==> src/rtl/fb_arbiter.sv <==
// Framebuffer RAM port arbiter.
//
// Shares one single-port framebuffer RAM (1 bit per cell) between three
// users, one slot per clock:
//   - the VGA reader, which always wins the slot it asks for,
//   - a whole-buffer clear sweep that writes 0 to every cell,
//   - a small in-order write FIFO fed by the video writer.
// Read data comes back a fixed three cycles after rd_req.
//
// Ports
//   clk, rst_n            clock, synchronous active-low reset
//   wr_req/wr_addr/wr_data writer push into the write FIFO
//   wr_full               write FIFO holds FIFO_DEPTH entries
//   rd_req/rd_addr        read request, granted the same cycle
//   rd_data/rd_valid      read result, three cycles after rd_req
//   clr_start/clr_busy    start a clear sweep / sweep in progress
//   ovf/ovf_clr           sticky dropped-write flag and its clear
//   ram_addr/ram_data/ram_wren  registered RAM port
//   ram_q                 RAM read data, one cycle after address sample
module fb_arbiter #(
    parameter int FB_SIZE    = 122400,
    parameter int FIFO_DEPTH = 4
) (
    input  logic        clk,
    input  logic        rst_n,
    input  logic        wr_req,
    input  logic [17:0] wr_addr,
    input  logic        wr_data,
    output logic        wr_full,
    input  logic        rd_req,
    input  logic [17:0] rd_addr,
    output logic        rd_data,
    output logic        rd_valid,
    input  logic        clr_start,
    output logic        clr_busy,
    output logic        ovf,
    input  logic        ovf_clr,
    output logic [17:0] ram_addr,
    output logic        ram_data,
    output logic        ram_wren,
    input  logic        ram_q
);
    localparam int PW = $clog2(FIFO_DEPTH);
    localparam int CW = PW + 1;
    localparam logic [CW-1:0] FULL_CNT = CW'(FIFO_DEPTH);
    localparam logic [17:0]   CLR_LAST = 18'(FB_SIZE - 1);

    typedef enum logic {
        ST_RUN   = 1'b0,
        ST_CLEAR = 1'b1
    } state_t;

    state_t        state_q, state_d;
    logic [17:0]   clr_cnt_q, clr_cnt_d;

    logic [17:0]   fifo_addr_q [FIFO_DEPTH];
    logic          fifo_data_q [FIFO_DEPTH];
    logic [PW-1:0] wptr_q, rptr_q;
    logic [CW-1:0] count_q, count_d;

    logic          ovf_q, ovf_d;
    logic [2:0]    rd_vld_q;
    logic          rd_data_q;

    logic [17:0]   ram_addr_q, ram_addr_d;
    logic          ram_data_q, ram_data_d;
    logic          ram_wren_q, ram_wren_d;

    logic          fifo_full;
    logic          slot_clear;
    logic          pop;
    logic          push;
    logic          drop;

    // Slot arbitration: read > clear > FIFO. A pop frees an entry in the
    // same cycle, so a push against a full FIFO is still accepted then.
    always_comb begin
        fifo_full  = (count_q == FULL_CNT);
        slot_clear = !rd_req && (state_q == ST_CLEAR);
        pop        = !rd_req && (state_q == ST_RUN) && (count_q != '0);
        push       = wr_req && (!fifo_full || pop);
        drop       = wr_req && fifo_full && !pop;
    end

    always_comb begin
        count_d = count_q;
        if (push && !pop) begin
            count_d = count_q + CW'(1);
        end else if (pop && !push) begin
            count_d = count_q - CW'(1);
        end
    end

    // Drop wins over a simultaneous clear so no overflow is ever missed.
    always_comb begin
        ovf_d = ovf_q;
        if (drop) begin
            ovf_d = 1'b1;
        end else if (ovf_clr) begin
            ovf_d = 1'b0;
        end
    end

    // Sweep FSM: clr_start is only looked at in RUN, so a pulse during a
    // sweep never restarts it. Read slots stall the sweep counter.
    always_comb begin
        state_d   = state_q;
        clr_cnt_d = clr_cnt_q;
        case (state_q)
            ST_RUN: begin
                if (clr_start) begin
                    state_d   = ST_CLEAR;
                    clr_cnt_d = '0;
                end
            end
            ST_CLEAR: begin
                if (slot_clear) begin
                    if (clr_cnt_q == CLR_LAST) begin
                        state_d = ST_RUN;
                    end else begin
                        clr_cnt_d = clr_cnt_q + 18'd1;
                    end
                end
            end
            default: state_d = ST_RUN;
        endcase
    end

    // RAM port for the next cycle. Address and data hold when the slot is
    // idle; a read only moves the address.
    always_comb begin
        ram_addr_d = ram_addr_q;
        ram_data_d = ram_data_q;
        ram_wren_d = 1'b0;
        if (rd_req) begin
            ram_addr_d = rd_addr;
        end else if (slot_clear) begin
            ram_addr_d = clr_cnt_q;
            ram_data_d = 1'b0;
            ram_wren_d = 1'b1;
        end else if (pop) begin
            ram_addr_d = fifo_addr_q[rptr_q];
            ram_data_d = fifo_data_q[rptr_q];
            ram_wren_d = 1'b1;
        end
    end

    // FIFO storage carries no reset; the pointers alone define contents.
    always_ff @(posedge clk) begin
        if (push) begin
            fifo_addr_q[wptr_q] <= wr_addr;
            fifo_data_q[wptr_q] <= wr_data;
        end
    end

    always_ff @(posedge clk) begin
        if (!rst_n) begin
            state_q    <= ST_RUN;
            clr_cnt_q  <= '0;
            wptr_q     <= '0;
            rptr_q     <= '0;
            count_q    <= '0;
            ovf_q      <= 1'b0;
            rd_vld_q   <= '0;
            rd_data_q  <= 1'b0;
            ram_addr_q <= '0;
            ram_data_q <= 1'b0;
            ram_wren_q <= 1'b0;
        end else begin
            state_q    <= state_d;
            clr_cnt_q  <= clr_cnt_d;
            count_q    <= count_d;
            ovf_q      <= ovf_d;
            ram_addr_q <= ram_addr_d;
            ram_data_q <= ram_data_d;
            ram_wren_q <= ram_wren_d;
            if (push) begin
                wptr_q <= wptr_q + PW'(1);
            end
            if (pop) begin
                rptr_q <= rptr_q + PW'(1);
            end
            // Stage 0: address on the RAM port; stage 1: RAM samples it and
            // ram_q is valid; stage 2: result registered onto rd_data.
            rd_vld_q <= {rd_vld_q[1:0], rd_req};
            if (rd_vld_q[1]) begin
                rd_data_q <= ram_q;
            end
        end
    end

    assign wr_full  = (count_q == FULL_CNT);
    assign ovf      = ovf_q;
    assign clr_busy = (state_q == ST_CLEAR);
    assign rd_valid = rd_vld_q[2];
    assign rd_data  = rd_data_q;
    assign ram_addr = ram_addr_q;
    assign ram_data = ram_data_q;
    assign ram_wren = ram_wren_q;

endmodule

==> config.mk <==
export PLATFORM = sky130hd
export DESIGN_NAME = fb_arbiter
export DESIGN_NICKNAME = d
export VERILOG_FILES = /design/src/rtl/fb_arbiter.sv
export SDC_FILE = /design/constraint.sdc
export NUM_CORES = 1
export LEC_CHECK = 0
export BUFFER_PORTS_ARGS = -buffer_cell sky130_fd_sc_hd__buf_2
export CAP_MARGIN = 15
export CORE_MARGIN = 1.5
export CORE_UTILIZATION = 45
export CTS_BUF_LIST = sky130_fd_sc_hd__clkbuf_4 sky130_fd_sc_hd__clkbuf_8
export DETAILED_ROUTE_END_ITERATION = 8
export GPL_ROUTABILITY_DRIVEN = 0
export PLACE_DENSITY_LB_ADDON = 0.12
export SLEW_MARGIN = 20
export SYNTH_ARGS = -nofsm -noshare
export SYNTH_HDL_FRONTEND = slang
export SYNTH_SLANG_ARGS = --single-unit
==> constraint.sdc <==
create_clock -name clk -period 4.92 [get_ports clk]
set_input_delay 0.984 -clock clk [delete_from_list [all_inputs] [get_ports clk]]
set_output_delay 0.984 -clock clk [all_outputs]
set_load 0.01 [all_outputs]
# Yosys cells after proc, flatten, opt, wreduce, memory -nomap -nowiden
# Memories as Yosys holds them, arrays and structs flattened. A register that Yosys moved wholly into a read port is not among the register bits.
# Cells that the tools add are included.
dict set report word_totals {
  mem_bits_rw 76
  elab_cells 72
  register_bits 51
  n_memories 2
}
# name depth word_bits read_ports rd_ports_with_merged_regs write_ports line_no
set mem_list {}
lappend mem_list {fifo_addr_q 4 18 1 1 1 56} ;# logic [17:0] fifo_addr_q [FIFO_DEPTH];
lappend mem_list {fifo_data_q 4 1 1 1 1 57} ;# logic fifo_data_q [FIFO_DEPTH];
dict set report op_classes {
  eq_ne 5
  n_addsub 5
  muxes 25
  n_reduce_logical 21
  bitwise 3
}
# op count
set ops {}
lappend ops {{$mux W18} 6}
lappend ops {{$pmux W18 S2} 1}
lappend ops {{$add A18 B1 Y18 const B} 1}
lappend ops {{$eq A18 B17 Y1 const B} 1}
lappend ops {{$mux W1} 11}
lappend ops {{$logic_and A1 B1 Y1} 8}
lappend ops {{$mux W2} 4}
lappend ops {{$mux W3} 2}
lappend ops {{$reduce_bool A2 Y1} 3}
lappend ops {{$reduce_bool A3 Y1} 2}
lappend ops {{$add A2 B1 Y2 const B} 2}
lappend ops {{$logic_not A1 Y1} 4}
lappend ops {{$ne A2 B2 Y1 const B} 2}
lappend ops {{$add A3 B1 Y3 const B} 1}
lappend ops {{$eq A3 B3 Y1 const B} 1}
lappend ops {{$not A1 Y1} 3}
lappend ops {{$reduce_and A3 Y1} 1}
lappend ops {{$sub A3 B1 Y3 const B} 1}
lappend ops {{$ne A2 B1 Y1 const B} 1}
lappend ops {{$pmux W1 S2} 1}
lappend ops {{$reduce_and A2 Y1} 1}
lappend ops {{$reduce_or A2 Y1} 1}
lappend ops {{$logic_or A1 B1 Y1} 1}

# Logic depth before layout (Yosys ltp)
dict set report depth {
  ltp_word 9
  ltp_mapped 10
  ltp_nobuf 9
}

# Worst setup path before layout
# OpenSTA, ideal clock, no wires.
dict set report synth_path {
  kind {input to register}
  start {input port rd_req}
  end {register count_q[2]}
  required_time_ps 4850
  t_arrival_ps 2654
  cell_stages 10
  n_path_buf 1
  setup_slack_ps 2195
  path_cell_list {nor2_1 > nor2b_1 > nor2b_1 > clkbuf_1 > ha_1 > inv_1 > fa_1 > xor2_1 > or3_1 > a21oi_1}
}
dict set report synth_via {
  elab_chain_len 8
  elab_cells_between_ends 11
  classes_between {mux (1); reduce/logical (10)}
}
# element line_no
set synth_lines {}
lappend synth_lines {{from (decl)} 30} ;# input logic rd_req,
lappend synth_lines {{$logic_not A1 Y1 *} 80} ;# pop = !rd_req && (state_q == ST_RUN) && (count_q != '0);
lappend synth_lines {{$logic_and A1 B1 Y1 * (2 in a row)} 80}
lappend synth_lines {{$logic_or A1 B1 Y1 *} 81} ;# push = wr_req && (!fifo_full || pop);
lappend synth_lines {{$logic_and A1 B1 Y1 *} 81}
lappend synth_lines {{via push} 72} ;# logic push;
lappend synth_lines {{$logic_not A1 Y1} 89} ;# end else if (pop && !push) begin
lappend synth_lines {{$logic_and A1 B1 Y1} 89}
lappend synth_lines {{$reduce_bool A2 Y1 (no line)} -}
lappend synth_lines {{to (signal assigned)} 172} ;# count_q <= count_d;
lappend synth_lines {{to (decl)} 59} ;# logic [CW-1:0] count_q, count_d;
# Mark *: on every way through the listed nets, which the timed path passes. The rest lies on a longest branch.
# A chain may end at the register's enable or synchronous reset.

# Final worst setup path
dict set report layout_path {
  start {input port rd_req}
  end {register count_q[2]}
}
dict set report layout_via {
  elab_chain_len 8
  elab_cells_between_ends 11
  classes_between {mux (1); reduce/logical (10)}
}
# element line_no
set layout_lines {}
lappend layout_lines {{$logic_not A1 Y1 *} 80}
lappend layout_lines {{$logic_and A1 B1 Y1 * (2 in a row)} 80}
lappend layout_lines {{$logic_or A1 B1 Y1} 81}
lappend layout_lines {{$logic_and A1 B1 Y1} 81}
lappend layout_lines {{$logic_not A1 Y1} 89}
lappend layout_lines {{$logic_and A1 B1 Y1} 89}
lappend layout_lines {{$reduce_bool A2 Y1 (no line)} -}
# Mark *: on every way between the ends. The rest lies on a longest branch, timed or not.

==> metrics <==
outcome finished, final reports clean; slack of the critical path between 2 and 2.5 ns; global-route wire length before repair 18.15 mm; Yosys top cell by area edfxtp_1; Synth top area share 43.34%; WL/cell between 15 and 20 um; CP startpoint kind input port; net switching power 0.0007535 W; H-tree depth 4; top-count cell post-synth edfxtp_1; Fin Clk Skew 0.01080 ns; Mapped Cells 389; CTS root buffer clkbuf_8; Crit Reg-Reg Endpoint count_q[2]$_SDFFE_PN0P_; IO Pins 69; Area after DPL 0.005672 sq mm; sequential share of power 49.7%; RSZ-0062 raised after global routing false; die width ~110 um; Primary FF master, synth edfxtp_1; Worst-path clk slew around 0.07 ns; HP Class reg -> reg; CTS tree done; Slew HR 32.90%; initial antenna violation count 0; worst slack, placed 1.761 ns; hpwl dp 7.275 mm; Seq/Total Area, Yosys 63.48%; first-pass iteration count of the detailed router 4; P_leak approximately 2.2 nW; Synth cell types between 40 and 50; Max Cap Violations 0; Worst Max-Slew Pin Slew around 1 ns; cts hold-fix bufs 0; Switching Fraction 28.29%; DIE HEIGHT 111.2 um; TritonCTS Buffers 17; CP Data Required Time 5.27 ns; vias in the first global route 3462; Period minus WS final 2.691 ns; starting density of the core between 40% and 50%; worst r2r path cells 9; GR Util All Layers 19.38%; Via density 5.736; Synth top cells by count edfxtp_1 (76), dfxtp_1 (53), a21oi_1 (28), mux4_2 (19), o221ai_1 (19); Mapped Avg Cell Area 13.54 sq um; Post-synth EDFFs 76; n_diodes 0; final wirelength about 11 mm; internal power 0.001910 W; Core Region 0.01142 sq mm; Final period util 54.70%; CP max FO 7; die area 0.01236 sq mm; top cells by area, synth edfxtp_1 (43%), dfxtp_1 (20%), mux4_2 (8.1%); P per Cell Area between 400 and 500 mW/mm^2; Max Buffers Root-to-Sink 2; flop2flop setup slack about 2.3 ns; Ys Warns 0; # rows 39; Mapped Nets 440; Fin. Hold Viols 0; global route total overflow 0; critical path type in -> reg; FMAX 371.6 MHz; crit path DAT 3.05 ns; Final Non-Filler Cells between 600 and 700; Hold Path Depth 1; maximum vdd drop 0.2718 mV; DRT antenna net count 0; Crit. Startpoint rd_req; post-CTS sizing 0; Sum Neg Setup Slack 0 ns; Nets between 500 and 600; hold_sp rd_vld_q[0]$_SDFF_PN0_; r2r startpoint clr_busy$_SDFF_PN0_; P&R area growth vs syn 14.45%; placed insts 575; post-route cell area 0.006027 sq mm; Post-Syn Area 0.005266 sq mm; Critical Path End Type register; Comb pwr share 20.0%; port bufs between 60 and 70; Post-synth ARST share 0%; fraction of layout cells with a size suffix above 1 26.72%; # fillers 1019; vias 3482; postcts setup bufs 0; Clock Sinks 129; Clk pwr share just over 30%; drt drc 0; final setup vio count 0; Clk Latency, worst-skew pair 0.43 ns; largest net degree at the start of global routing 42; synthesized flop and latch total 129; Slew Viols, Final 0; drt initial violations 137; WHS Endpoint rd_vld_q[1]$_SDFF_PN0_
-- critical path, cell delays in order --
cell	delay [ns]
buf_2	0.13
nor2_1	0.13
nor2b_1	0.08
nor2b_1	0.42
ha_1	0.27
inv_1	0.06
fa_1	0.37
xor2_1	0.16
or3_1	0.30
a21oi_1	0.13
-- flip-flops by register name, indices dropped and copies added, names as in the netlist, named ones only --
signal and flops:
ovf 1, rptr_q 2, ram_wren 1, fifo_data_q 4, wptr_q 2, ram_data 1
rd_data 1, count_q 3, clr_cnt_q 18, rd_vld_q 3, clr_busy 1, ram_addr 18
fifo_addr_q 72
-- stage by stage --
| stage | power, W | util (%) | hold WS [ns] |
|---|---|---|---|
| floorplan | 0.001712 | - | 0.4119 |
| global placement | 0.001877 | 49.67 | 0.4133 |
| global route | 0.002801 | 52.78 | 0.4643 |
| finish | 0.002663 | 52.78 | 0.4390 |
| detailed placement | 0.001888 | 49.67 | 0.4274 |
| CTS | 0.002699 | 52.78 | 0.4441 |
-- placed cells by master, fill, tap and decap left out, types with 4 or more instances in the layout --
cell type	count
a21oi_1	28
edfxtp_1	76
buf_2	68
and3_1	4
clkbuf_8	17
nor3_1	6
nor2_1	18
and2_1	9
o22ai_1	17
inv_1	8
clkbuf_4	4
o21ai_0	6
nand4_1	9
mux4_2	19
o221ai_1	19
dfxtp_1	53
mux2i_1	6
a311oi_1	4
nand3_1	13
ha_1	6
nand2_1	16
-- area by class of cell --
cell class | instances | area [sq um] | share of cell area, %
Clock buffer | 21 | 264.0 | 4.380
Clock inverter | 11 | 91.34 | 1.515
Inverter | 10 | 37.54 | 0.6228
Multi-Input combinational cell | 224 | 1764 | 29.27
Sequential cell | 129 | 3343 | 55.47
Tap cell | 143 | 178.9 | 2.969
Timing Repair Buffer | 69 | 347.8 | 5.771
-- cell families (layout without fill, tap and decap cells) --
logic type | Yosys count | in the layout | share of synthesized area, %
multiplexers | 27 | 27 | 9.694
AND/OR/NAND/NOR | 97 | 97 | 9.884
buffers and inverters | 36 | 111 | 3.017
flip-flops | 129 | 129 | 63.48
adder cells (fa/ha/maj) | 7 | 7 | 1.806
XOR/XNOR | 5 | 5 | 0.8317
AO/OA/AOI/OAI | 88 | 88 | 11.29
-- worst max-delay path by stage --
stage	endpoint	cells after the start
floorplan	count_q[2]$_SDFFE_PN0P_	10
global placement	count_q[2]$_SDFFE_PN0P_	10
detailed placement	count_q[2]$_SDFFE_PN0P_	10
CTS	count_q[2]$_SDFFE_PN0P_	10
global route	count_q[2]$_SDFFE_PN0P_	10
finish	count_q[2]$_SDFFE_PN0P_	10
-- per-layer routing --
metal	global-route usage [%]	up-vias	part of all wire (%)
li1	-	1654	-
met1	25.22	1748	45
met2	30.92	76	50
met3	5.741	4	4.3
met4	7.004	0	0.65
met5	0	-	0
-- power groups by stage --
| stage | Combinational (W) | Sequential (W) | Clock (W) |
|---|---|---|---|
| final | 0.000533 | 0.00132 | 0.000806 |
| after global routing | 0.000584 | 0.00134 | 0.000880 |
| after CTS | 0.000543 | 0.00133 | 0.000830 |
| after detailed placement | 0.000540 | 0.00135 | 0 |
| after global placement | 0.000534 | 0.00134 | 0 |
| after floorplan | 0.000368 | 0.00134 | 0 |
No activity file was read; power rests on OpenSTA's default activity.
